<file path="config.mk">
export PLATFORM = sky130hd
export DESIGN_NAME = srl_cam_update_ctrl
export DESIGN_NICKNAME = d
export VERILOG_FILES = /design/src/rtl/srl_cam_update_ctrl.sv
export SDC_FILE = /design/constraint.sdc
export NUM_CORES = 1
export LEC_CHECK = 0
export BUFFER_PORTS_ARGS = -buffer_cell sky130_fd_sc_hd__buf_2
export CAP_MARGIN = 40
export CORE_ASPECT_RATIO = 1.4
export CORE_MARGIN = 2
export CORE_UTILIZATION = 55
export CTS_CLUSTER_SIZE = 28
export DETAILED_ROUTE_END_ITERATION = 10
export PLACE_DENSITY = 0.78
export SLEW_MARGIN = 20
export SYNTH_ARGS = -nofsm -noshare
export SYNTH_HDL_FRONTEND = slang
export SYNTH_SLANG_ARGS = --single-unit
</file>
<file path="constraint.sdc">
create_clock -name clk -period 3 [get_ports clk]
set_input_delay 0.3 -clock clk [delete_from_list [all_inputs] [get_ports clk]]
set_output_delay 0.3 -clock clk [all_outputs]
set_load 0.01 [all_outputs]
</file>
<file path="src/rtl/srl_cam_update_ctrl.sv">
// ---------------------------------------------------------------------------
// srl_cam_update_ctrl
//
// Purpose:
//   Sequences rule writes into the SRL32-based fractional CAM array. An
//   accepted write/invalidate command first waits for the lookup pipeline to
//   drain, then drives a 32-cycle serial shift into one entry column. Every
//   5-bit key slice gets its own serial data bit, so after the shift, SRL tap
//   a of slice s holds "slice value a matches this rule". Lookups are held
//   off from the moment an update is accepted until it has completed. This
//   keeps lookups from seeing a half-written column.
//
// Ports:
//   clk           clock
//   reset         asynchronous, active-low reset
//   upd_valid     update command valid
//   upd_ready     command accepted when upd_valid & upd_ready (IDLE only)
//   upd_op        1 = write rule, 0 = invalidate entry
//   upd_addr      target entry
//   upd_key       rule key
//   upd_mask      ternary mask, 1 = don't care
//   upd_done      one-cycle pulse when the update completes
//   lookup_valid  lookup request from the search port
//   lookup_ready  lookup may enter the CAM this cycle
//   srl_we        shift enable for the addressed column
//   srl_addr      column being written
//   srl_din       serial data bit per key slice
//   busy          high in any state other than IDLE
//
// Optional feature (macro FRACTCAM_VALID_MAP_EN):
//   entry_valid   per-entry valid map, cleared on accept, set to the op in DONE
//   cam_full      registered AND of entry_valid
// ---------------------------------------------------------------------------
module srl_cam_update_ctrl #(
    parameter int KEY_WIDTH  = 40,
    parameter int ADDR_WIDTH = 5,
    parameter int LOOKUP_LAT = 2
) (
    input  logic                        clk,
    input  logic                        reset,
    input  logic                        upd_valid,
    output logic                        upd_ready,
    input  logic                        upd_op,
    input  logic [ADDR_WIDTH-1:0]       upd_addr,
    input  logic [KEY_WIDTH-1:0]        upd_key,
    input  logic [KEY_WIDTH-1:0]        upd_mask,
    output logic                        upd_done,
    input  logic                        lookup_valid,
    output logic                        lookup_ready,
    output logic                        srl_we,
    output logic [ADDR_WIDTH-1:0]       srl_addr,
    output logic [KEY_WIDTH/5-1:0]      srl_din,
`ifdef FRACTCAM_VALID_MAP_EN
    output logic [(1<<ADDR_WIDTH)-1:0]  entry_valid,
    output logic                        cam_full,
`endif
    output logic                        busy
);

    localparam int N_SLICES = KEY_WIDTH / 5;
    localparam int DRAIN_W  = (LOOKUP_LAT > 1) ? $clog2(LOOKUP_LAT) : 1;

    typedef enum logic [1:0] {
        IDLE,
        DRAIN,
        SHIFT,
        DONE
    } state_t;

    state_t                 state;
    logic [4:0]             shift_cnt;
    logic [DRAIN_W-1:0]     drain_cnt;
    logic                   op_q;
    logic [ADDR_WIDTH-1:0]  addr_q;
    logic [KEY_WIDTH-1:0]   key_q;
    logic [KEY_WIDTH-1:0]   mask_q;

    // The lookup gate only depends on the update side. lookup_valid is part
    // of the search-port handshake, but it never changes what this block does.
    logic unused_lookup_valid;
    assign unused_lookup_valid = lookup_valid;

    // Serial data for one shift cycle. Slice s matches value v when every
    // unmasked bit of v equals the key bit. Invalidates shift in all zeros,
    // so no slice value can ever hit the column.
    function automatic logic [N_SLICES-1:0] slice_match(
        input logic                 op,
        input logic [KEY_WIDTH-1:0] key,
        input logic [KEY_WIDTH-1:0] mask,
        input logic [4:0]           v
    );
        logic [N_SLICES-1:0] bits;
        bits = '0;
        for (int s = 0; s < N_SLICES; s++) begin
            bits[s] = op && (((v ^ key[5*s +: 5]) & ~mask[5*s +: 5]) == 5'd0);
        end
        return bits;
    endfunction

    // Handshakes are decoded straight from the state. In IDLE an update has
    // priority over a lookup that arrives in the same cycle. The lookup is
    // therefore refused as soon as upd_valid is seen.
    assign upd_ready    = (state == IDLE);
    assign lookup_ready = (state == IDLE) && !upd_valid;
    assign busy         = (state != IDLE);

    // Main sequencer. The SRL-facing outputs are registered and are loaded
    // on the same edge that enters the state they belong to. So the first
    // shift beat already shows v = 31 on the first SHIFT cycle. shift_cnt
    // always holds the v of the beat currently on srl_din. It rests at 31
    // between updates, so each shift starts from the top.
    always_ff @(posedge clk or negedge reset) begin
        if (!reset) begin
            state     <= IDLE;
            shift_cnt <= 5'd31;
            drain_cnt <= '0;
            op_q      <= 1'b0;
            addr_q    <= '0;
            key_q     <= '0;
            mask_q    <= '0;
            srl_we    <= 1'b0;
            srl_addr  <= '0;
            srl_din   <= '0;
            upd_done  <= 1'b0;
        end else begin
            case (state)
                IDLE: begin
                    if (upd_valid) begin
                        op_q   <= upd_op;
                        addr_q <= upd_addr;
                        key_q  <= upd_key;
                        mask_q <= upd_mask;
                        if (LOOKUP_LAT > 0) begin
                            state     <= DRAIN;
                            drain_cnt <= DRAIN_W'(LOOKUP_LAT - 1);
                        end else begin
                            state    <= SHIFT;
                            srl_we   <= 1'b1;
                            srl_addr <= upd_addr;
                            srl_din  <= slice_match(upd_op, upd_key, upd_mask, 5'd31);
                        end
                    end
                end
                DRAIN: begin
                    if (drain_cnt == '0) begin
                        state    <= SHIFT;
                        srl_we   <= 1'b1;
                        srl_addr <= addr_q;
                        srl_din  <= slice_match(op_q, key_q, mask_q, 5'd31);
                    end else begin
                        drain_cnt <= drain_cnt - DRAIN_W'(1);
                    end
                end
                SHIFT: begin
                    if (shift_cnt == 5'd0) begin
                        state     <= DONE;
                        shift_cnt <= 5'd31;
                        srl_we    <= 1'b0;
                        srl_din   <= '0;
                        upd_done  <= 1'b1;
                    end else begin
                        shift_cnt <= shift_cnt - 5'd1;
                        srl_din   <= slice_match(op_q, key_q, mask_q, shift_cnt - 5'd1);
                    end
                end
                DONE: begin
                    state    <= IDLE;
                    upd_done <= 1'b0;
                end
                default: begin
                    state <= IDLE;
                end
            endcase
        end
    end

`ifdef FRACTCAM_VALID_MAP_EN
    logic accept;
    assign accept = (state == IDLE) && upd_valid;

    // Valid map. An entry goes invalid when an update for it is accepted. It
    // only becomes valid again in DONE, so a write cut short by reset leaves
    // the entry invalid. cam_full samples the map one cycle later.
    always_ff @(posedge clk or negedge reset) begin
        if (!reset) begin
            entry_valid <= '0;
            cam_full    <= 1'b0;
        end else begin
            if (accept) begin
                entry_valid[upd_addr] <= 1'b0;
            end
            if (state == DONE) begin
                entry_valid[addr_q] <= op_q;
            end
            cam_full <= &entry_valid;
        end
    end
`endif

endmodule

</file>
==> results of run 1 <==
-- per-layer routing --
metal | wire length [um] | vias up
met1 | 4769 | 1991
li1 | - | 1845
met2 | 6671 | 130
met4 | 238 | 0
met5 | 0 | -
met3 | 743 | 19
-- cells in the mapped netlist, drive strengths merged (10+ instances only) --
library cell    n
xnor2          26
o21a           15
o22ai          37
nor3           10
dfrtp         104
mux2           91
nand3          15
buf            17
nor2           27
xor2           18
a21oi          10
-- power by group through the flow --
| stage | Sequential, mW | Clock [mW] | Combinational [mW] |
|---|---|---|---|
| floorplan | 2.82 | 0 | 2.63 |
| global placement | 3.05 | 0 | 3.11 |
| detailed placement | 3.09 | 0 | 3.27 |
| CTS | 3.08 | 1.35 | 3.32 |
| global route | 3.20 | 1.41 | 3.62 |
| finish | 3.10 | 1.34 | 3.32 |
-- final cells by class --
type	count	area (um^2)
clock buffer	13	280.3
clock inverter	3	65.06
fill	729	3110
inverter	7	26.28
multi-input combinational	308	2510
sequential	109	2734
tap	132	165.2
timing repair buffer	114	620.6
-- flip-flops by register name (all words and copies together) (netlist names) --
name       count
upd_done       1
state          2
srl_we         1
drain_cnt      1
srl_addr       5
shift_cnt      5
srl_din        8
op_q           1
addr_q         5
key_q         40
mask_q        40
-- cells in the final DEF, fill, tap and decap left out, types with 2 or more instances in the layout --
master | synthesis | layout
nor4_1 | 8 | 8
dfrtp_1 | 104 | 104
ha_1 | 5 | 5
o31ai_1 | 2 | 2
clkbuf_8 | 0 | 4
a31oi_1 | 2 | 2
buf_4 | 3 | 6
mux2_2 | 91 | 91
o21a_1 | 15 | 15
nor3_1 | 9 | 9
o211ai_1 | 8 | 8
inv_1 | 7 | 7
bufinv_16 | 0 | 2
nand3_1 | 15 | 15
buf_2 | 4 | 105
o21ai_0 | 7 | 7
xor2_1 | 17 | 17
nor2_1 | 27 | 27
buf_12 | 0 | 2
o22ai_1 | 37 | 37
a2111oi_0 | 6 | 6
xnor2_1 | 26 | 26
clkbuf_16 | 0 | 9
nand2_1 | 7 | 6
a21oi_1 | 10 | 10
dfstp_2 | 5 | 5
-- metrics by stage --
stage,hold WS (ns),cells,worst slack [ns],area [um^2]
3_3_place_gp,0.3466,669,0.6696,6046
2_1_floorplan,0.004409,448,0.7647,5393
6_report,0.1794,686,0.4071,6401
3_5_place_dp,0.3438,669,0.5007,6046
4_1_cts,0.1757,686,0.4221,6401
5_1_grt,0.1753,686,0.2667,6401
-- cell families after synthesis --
family | count (synthesis) | synth area share
buf+inv | 31 | 0.03016
compound gates | 93 | 0.1186
xor+xnor | 44 | 0.07285
flops | 109 | 0.5070
fa+ha+maj | 5 | 0.01160
simple gates | 75 | 0.06984
mux | 91 | 0.1900
-- worst min-delay path by stage --
stage                     end  cells past startpoint        start  slack (ns)
floorplan           addr_q[0]                      0        reset       0.004
global placement    key_q[25]                      1        reset        0.35
detailed placement  key_q[25]                      1        reset        0.34
CTS                 key_q[35]                      2  upd_key[35]        0.18
global route        mask_q[6]                      2  upd_mask[6]        0.18
finish              key_q[35]                      2  upd_key[35]        0.18
-- worst reg2reg max path, cell delays in order (launching register included) --
cell       delay [ns]
dfstp_2          0.61
inv_1            0.06
ha_1             0.70
xor2_1           0.20
o22ai_1          0.10
a2111oi_0        0.44
o211ai_1         0.18
o22ai_1          0.22
==> flow_metrics.py, run 1 <==
metrics = {
    "sta": {
        "finalHoldViolCount": 0,
        "slew_viol_final": 0,
        "rsz0062_at_grt": "no",
        "fin_tns_setup_ns": 0,
        "post-route-period-util": 0.8643,
        "layout_min_cycle_time_ns": 2.593,
        "setup_viol": 0,
        "fmax_mhz": 385.7,
        "fin_skew_ns": 0.007678,
        "worst_slew_pin_slew_ns": 0.7820,
        "relSlewSlack": 0.4769,
    },
    "logic_synthesis": {
        "ys_types": 41,
        "synthTopCellsByArea": "dfrtp_1, mux2_2, o22ai_1",
        "synthesis.instances": 448,
        "syn_nets": 543,
        "synth_ff_type": "dfrtp_1",
        "synth_seq_cells": 109,
        "synth_top_area_cell": "dfrtp_1",
        "async_flop_share": 1.000,
        "seq_area_frac_synth": 0.5070,
        "synth_edf_count": 0,
        "synth_warnings": 0,
        "syn_area_per_cell_um2": 12.04,
        "synth_top_cell_area_share": 0.4826,
        "syn-cell-area_um2": 5393,
    },
    "placed_design": {
        "io_buffers": 106,
        "place_congestion": 0.8448,
        "dp_hpwl_um": 8482,
    },
    "worst_setup_path": {
        "worstSetupPathType": "flip-flop to flip-flop",
        "worstReg2RegEnd": "srl_din[3]",
        "worst-path-buf-inv": 1,
        "r2r_setup_slack_ns": 0.41,
        "cp_common_cell": "o22ai_1",
        "max_stage_delay_ns": 0.70,
        "arrival_ns": 2.85,
        "crit_family": "compound AO/OA/AOI/OAI gates",
        "r2r_cells": 7,
        "cpMaxStageDelayCell": "ha_1",
        "critPathMaxFanout": 9,
        "cp-endpoint": "srl_din[3]",
        "endpoint_kind": "flip-flop",
        "required_ns": 3.26,
        "cp_cell_sequence": "inv_1 > ha_1 > xor2_1 > o22ai_1 > a2111oi_0 > o211ai_1 > o22ai_1",
        "rr_startpoint": "shift_cnt[1]",
        "cp_num_cells": 7,
        "critPathLaunch": "shift_cnt[1]",
        "critPathLaunchType": "flip-flop",
    },
    "detailed_routing": {
        "via_per_inst": 5.809,
        "first_pass_iters": 4,
        "ant_nets": 0,
        "wl_per_cell_um": 18.11,
        "drc": 0,
        "drt_iter0_drc": 237,
        "vias": 3985,
        "wirelength_um": 12420,
    },
    "cells_and_area": {
        "drive_above_1_share": 0.4224,
        "antenna_cells": 0,
        "area.growth.synth_to_final_pct": 18.70,
        "final_nets": 644,
        "final_util": 0.6730,
    },
    "cts": {
        "post-cts-setup-buffers": 0,
        "clk_latency_ns": 0.35,
        "h-tree-depth": 3,
        "cts_buffers": 9,
        "cts_root_buf": "clkbuf_16",
        "ctsResizeCount": 0,
        "path_clk_slew_ns": 0.07,
        "clk_path_buf_depth": 2,
        "clock_sinks": 109,
        "cts_tree": "built",
        "postCtsHoldBufs": 1,
    },
    "power_and_ir_drop": {
        "fin_total_pwr_mw": 7.757,
        "p_sw_frac": 0.3816,
        "p_seq_frac": 0.400,
        "pwr-share-comb": 0.428,
        "pwr-share-clk": 0.172,
        "power_density_nw_per_um2": 1212,
        "leakagePower_nw": 2.758,
        "peakVddDrop_v": 0.0004962,
        "p_switching_mw": 2.960,
        "p_int_mw": 4.797,
    },
    "grt": {
        "use_met3": 0.04422,
        "grt_max_degree": 48,
        "antenna_found_initial": 0,
        "grt_pass1_vias": 4088,
        "top_usage_layer": "met2",
        "gr-usage-met1": 0.2893,
        "grt_pass1_wl_um": 19800,
        "grt-ovfl-total": 0,
        "use_met2": 0.4280,
        "grt_usage": 0.2445,
    },
    "worst_hold_path": {
        "hold_class": "primary input to flip-flop",
    },
    "die": {
        "die-area_um2": 10620,
        "die_w_um": 87.69,
        "start_util": 0.5670,
        "fp.coreArea_um2": 9512,
        "ios": 108,
        "rows": 42,
        "fp.dieH_um": 121.2,
    },
    "flow_run": {
        "drv_cap": 0,
    },
    "run_status": {
        "status": "finished clean",
    },
}
(Power assumes the default switching activity.)
==> run 2, diff against run 1 <==
--- a/config.mk
+++ b/config.mk
@@ -12,6 +12,7 @@
 export CORE_UTILIZATION = 55
 export CTS_CLUSTER_SIZE = 28
 export DETAILED_ROUTE_END_ITERATION = 10
+export MAX_ROUTING_LAYER = met4
 export PLACE_DENSITY = 0.78
 export SLEW_MARGIN = 20
 export SYNTH_ARGS = -nofsm -noshare
==> constraint.sdc (replaced) <==
create_clock -name clk -period 3 [get_ports clk]
set_input_delay 0.15 -clock clk [delete_from_list [all_inputs] [get_ports clk]]
set_output_delay 0.15 -clock clk [all_outputs]
set_load 0.01 [all_outputs]
==> run 2 against run 1 <==
Against the previous run: first-iteration DRC count grew 28%; clock skew grew 0.00071 ns; critical path depth is the same; core utilization shrank 0.22 points; combinational power is essentially flat; final cell count is the same; global-route usage grew 0.38 points.
==> flow_metrics.py, run 2 (same netlist as run 1, synthesis figures left out) <==
metrics = {
    "detailed_routing": {
        "drc": 0,
        "drt_iter0_drc": 304,
        "wirelength_um": 12250,
        "via_per_inst": 5.854,
        "wl_per_cell_um": 17.86,
        "first_pass_iters": 5,
        "ant_nets": 0,
        "vias": 4016,
    },
    "die": {
        "die-area_um2": 10620,
        "fp.dieH_um": 121.2,
        "start_util": 0.5670,
        "fp.coreArea_um2": 9512,
        "die_w_um": 87.69,
        "rows": 42,
        "ios": 108,
    },
    "cells_and_area": {
        "area.growth.synth_to_final_pct": 18.31,
        "top_regs": "key_q x40, mask_q x40, srl_din x8",
        "mostFrequentLayoutCell": "buf_2",
        "fillers": 725,
        "final_nets": 644,
        "drive_above_1_share": 0.4206,
        "final_cells": 686,
        "antenna_cells": 0,
        "final_util": 0.6707,
        "mostFrequentLayoutCells": "buf_2, dfrtp_1, mux2_2, o22ai_1, nor2_1",
    },
    "sta": {
        "relSlewSlack": 0.4506,
        "worst_slew_pin_slew_ns": 0.8214,
        "setup_viol": 0,
        "fmax_mhz": 383.4,
        "finalHoldViolCount": 0,
        "post-route-period-util": 0.8695,
        "fin_skew_ns": 0.008388,
        "slew_viol_final": 0,
        "rsz0062_at_grt": "no",
        "layout_min_cycle_time_ns": 2.608,
        "fin_tns_setup_ns": 0,
        "holdWs_ns": 0.02560,
    },
    "power_and_ir_drop": {
        "peakVddDrop_v": 0.0004922,
        "power_density_nw_per_um2": 1198,
        "leakagePower_nw": 2.734,
        "fin_total_pwr_mw": 7.642,
    },
    "cts": {
        "clock_sinks": 109,
        "post-cts-setup-buffers": 0,
        "postCtsHoldBufs": 1,
        "clk_latency_ns": 0.35,
        "cts_root_buf": "clkbuf_16",
        "clk_path_buf_depth": 2,
        "path_clk_slew_ns": 0.07,
        "ctsResizeCount": 0,
        "cts_tree": "built",
        "cts_buffers": 9,
        "h-tree-depth": 3,
    },
    "grt": {
        "antenna_found_initial": 0,
        "grt_usage": 0.2483,
        "grt_pass1_vias": 3983,
        "grt_max_degree": 50,
        "grt_pass1_wl_um": 19480,
        "grt-ovfl-total": 0,
    },
    "placed_design": {
        "dp_hpwl_um": 8499,
        "place_congestion": 0.8597,
        "dpl.cell_count": 669,
        "io_buffers": 106,
    },
    "worst_setup_path": {
        "cpMaxStageDelayCell": "ha_1",
        "critPathLaunchType": "flip-flop",
        "worst-path-buf-inv": 1,
        "worstSetupPathType": "flip-flop to flip-flop",
        "endpoint_kind": "flip-flop",
        "max_stage_delay_ns": 0.71,
        "cp_cell_sequence": "inv_1 > ha_1 > xor2_1 > o22ai_1 > a2111oi_0 > o211ai_1 > o22ai_1",
        "required_ns": 3.27,
        "critPathMaxFanout": 9,
        "arrival_ns": 2.88,
        "crit_family": "compound AO/OA/AOI/OAI gates",
        "cp_common_cell": "o22ai_1",
    },
    "run_status": {
        "status": "finished clean",
    },
    "worst_hold_path": {
        "hold_class": "primary input to flip-flop",
    },
    "flow_run": {
        "drv_cap": 0,
    },
}
[run 2: path summary, 6_finish.rpt]
path                         startpoint           end  slack, ns  depth (start not counted)
hold / removal               upd_key[9]      key_q[9]       0.03                          2
max in group asynchronous         reset  shift_cnt[0]       1.93                          3
min in group asynchronous         reset     key_q[25]       0.35                          2
hold reg to reg               addr_q[0]     addr_q[0]       0.50                          1
setup reg to reg           shift_cnt[1]    srl_din[3]       0.39                          7
setup / recovery           shift_cnt[1]    srl_din[3]       0.39                          7
[run 2: area by class of cell]
class                           instances  area [um^2]  share of cell area
Tap cell                              132        165.2             0.02589
Clock inverter                          6        87.58             0.01373
Inverter                                7        26.28            0.004118
Sequential cell                       109         2734              0.4285
Multi-Input combinational cell        308         2510              0.3934
Clock buffer                           10        229.0             0.03589
Timing Repair Buffer                  114        628.1             0.09845
[run 2: per-layer routing]
layer  track usage  vias to the layer above  wire length (um)
met1        0.2956                     1991              4718
li1              -                     1839                 -
met2        0.4219                      158              6521
met4       0.07212                        0               242
met3       0.05306                       28               769
met5             -                        -                 0
[run 2: report_power, final]
part	internal, mW	switching [mW]
Sequential	2.26	0.825
Clock	0.730	0.522
Combinational	1.72	1.59
[run 2: through the flow]
step | instance area [um^2] | setup WS [ns]
detailed placement | 6053 | 0.4322
floorplan | 5393 | 0.7647
global route | 6380 | 0.2735
CTS | 6380 | 0.4203
finish | 6380 | 0.3916
global placement | 6026 | 0.6785
==> run 3, diff against run 2 <==
==> constraint.sdc (replaced) <==
create_clock -name clk -period 2.95 [get_ports clk]
set_input_delay 0.1475 -clock clk [delete_from_list [all_inputs] [get_ports clk]]
set_output_delay 0.1475 -clock clk [all_outputs]
set_load 0.01 [all_outputs]
==> run 3 against run 2 <==
Against the previous run: final cell count decreased by 0.15%; power increased by 2.8%; sequential power increased by 2%; routed wire length decreased by 1.0%; clock-buffer cell count unchanged; maximum frequency increased by 4.2%; critical path type unchanged; sequential share of layout area decreased by 0.12 points; register-to-register slack improved by 0.06 ns; global-route usage increased by 0.070 points.
==> flow_metrics.py, run 3 (same netlist as run 1, synthesis figures left out) <==
metrics = {
    "cts": {
        "postCtsHoldBufs": 1,
        "h-tree-depth": 3,
        "clk_path_buf_depth": 2,
        "ctsResizeCount": 0,
        "post-cts-setup-buffers": 0,
        "cts_tree": "built",
        "cts_root_buf": "clkbuf_16",
        "path_clk_slew_ns": 0.07,
        "clock_sinks": 109,
        "clk_latency_ns": 0.35,
        "cts_buffers": 9,
    },
    "worst_setup_path": {
        "cpMaxStageDelayCell": "ha_1",
        "cp_cell_sequence": "inv_1 > ha_1 > xor2_1 > o22ai_1 > a2111oi_0 > o211ai_1 > o22ai_1",
        "worstSetupPathType": "flip-flop to flip-flop",
        "max_stage_delay_ns": 0.69,
        "cp_common_cell": "o22ai_1",
        "endpoint_kind": "flip-flop",
        "critPathMaxFanout": 9,
        "critPathLaunchType": "flip-flop",
        "r2r_cells": 7,
        "required_ns": 3.22,
        "arrival_ns": 2.77,
    },
    "cells_and_area": {
        "mostFrequentLayoutCells": "buf_2, dfrtp_1, mux2_2, o22ai_1, nor2_1",
        "multi_input_area_um2": 2510,
        "area.growth.synth_to_final_pct": 18.63,
        "fillers": 730,
        "mostFrequentLayoutCell": "buf_2",
        "regArea_um2": 2734,
        "drive_above_1_share": 0.4213,
        "final_nets": 643,
        "antenna_cells": 0,
        "top_regs": "key_q x40, mask_q x40, srl_din x8",
    },
    "grt": {
        "grt_pass1_wl_um": 19700,
        "grt_max_degree": 66,
        "grt_usage": 0.2490,
        "grt_pass1_vias": 4045,
        "antenna_found_initial": 0,
        "grt-ovfl-total": 0,
    },
    "flow_run": {
        "drv_cap": 0,
    },
    "sta": {
        "holdWs_ns": 0.02350,
        "setup_viol": 0,
        "worst_slew_pin_slew_ns": 0.7735,
        "finalHoldViolCount": 0,
        "layout_min_cycle_time_ns": 2.502,
        "fin_tns_setup_ns": 0,
        "rsz0062_at_grt": "no",
        "setup_ws_ns": 0.4476,
        "post-route-period-util": 0.8483,
        "fmax_mhz": 399.6,
        "fin_skew_ns": 0.005447,
        "relSlewSlack": 0.4827,
        "slew_viol_final": 0,
    },
    "die": {
        "rows": 42,
        "die_w_um": 87.69,
        "start_util": 0.5670,
        "die-area_um2": 10620,
        "ios": 108,
        "fp.dieH_um": 121.2,
        "fp.coreArea_um2": 9512,
    },
    "placed_design": {
        "io_buffers": 106,
        "dp_hpwl_um": 8481,
        "pre_cts_slack_ns": 0.4344,
        "place_congestion": 0.8529,
    },
    "power_and_ir_drop": {
        "p_switching_mw": 2.966,
        "peakVddDrop_v": 0.0005864,
        "leakagePower_nw": 2.746,
        "pwr-share-clk": 0.176,
        "p_int_mw": 4.893,
        "p_sw_frac": 0.3774,
        "p_seq_frac": 0.401,
        "pwr-share-comb": 0.423,
        "power_density_nw_per_um2": 1228,
    },
    "worst_hold_path": {
        "hold_class": "primary input to flip-flop",
        "min_path_cells": 2,
    },
    "detailed_routing": {
        "wl_per_cell_um": 17.70,
        "first_pass_iters": 4,
        "wirelength_um": 12120,
        "via_per_inst": 5.775,
        "m1WireLength_um": 4874,
        "drc": 0,
        "vias": 3956,
        "drt_iter0_drc": 266,
        "ant_nets": 0,
        "dr.max_layer_used": "met4",
        "dr_wl_met3_um": 592,
        "wl_met2_um": 6249,
    },
    "run_status": {
        "status": "finished clean",
    },
}
[run 3: cell types whose count changed in the layout (fill, tap and decap cells not counted)]
cell,previous run,this run
buf_16,1,0
clkbuf_8,0,1
buf_12,1,2
bufinv_16,2,3
buf_4,6,5
clkinvlp_4,3,2
clkbuf_1,1,0
[run 3: path summary, 6_finish.rpt]
check,from,endpoint,slack (ns)
setup / recovery,shift_cnt[1],srl_din[6],0.45
hold / removal,upd_key[7],key_q[7],0.02
setup reg to reg,shift_cnt[1],srl_din[6],0.45
hold reg to reg,addr_q[0],addr_q[0],0.51
max in group asynchronous,reset,shift_cnt[3],1.82
min in group asynchronous,reset,key_q[25],0.35
[run 3: per-stage QoR]
| step | std cells | cell area [um^2] | utilization | power [mW] |
|---|---|---|---|---|
| final | 685 | 6397 | 0.6726 | 7.859 |
| after global routing | 685 | 6397 | 0.6726 | 8.354 |
| after CTS | 685 | 6397 | 0.6726 | 7.873 |
| after detailed placement | 668 | 6038 | 0.6348 | 6.467 |
| after global placement | 668 | 6038 | 0.6348 | 6.260 |
| after floorplan | 448 | 5393 | - | 5.542 |
[run 3: per-layer routing]
metal | vias up | global-route usage
met3 | 34 | 0.05986
met4 | 0 | 0.1000
li1 | 1838 | -
met2 | 118 | 0.4029
met1 | 1966 | 0.2982
met5 | - | -
[run 3: power groups by stage]
stage / clock [mW] / sequential (mW) / combinational [mW]
5_1_grt: 1.48 / 3.26 / 3.62
3_3_place_gp: 0 / 3.10 / 3.16
3_5_place_dp: 0 / 3.15 / 3.31
6_report: 1.38 / 3.15 / 3.33
4_1_cts: 1.40 / 3.13 / 3.34
2_1_floorplan: 0 / 2.87 / 2.68
[run 3: layout make-up]
class / instances / area share
Clock buffer: 10 / 0.03736
Clock inverter: 6 / 0.01721
Inverter: 7 / 0.004107
Multi-Input combinational cell: 308 / 0.3923
Sequential cell: 109 / 0.4273
Tap cell: 132 / 0.02582
Timing Repair Buffer: 113 / 0.09583
[run 3: worst max-delay path: cells and delay by family, from the launching register on]
kind                     cells  cell delay, ns
adder cells (fa/ha/maj)      1            0.69
AO/OA/AOI/OAI                4            0.87
flip-flops                   1            0.61
XOR/XNOR                     1            0.20
buffers and inverters        1            0.07
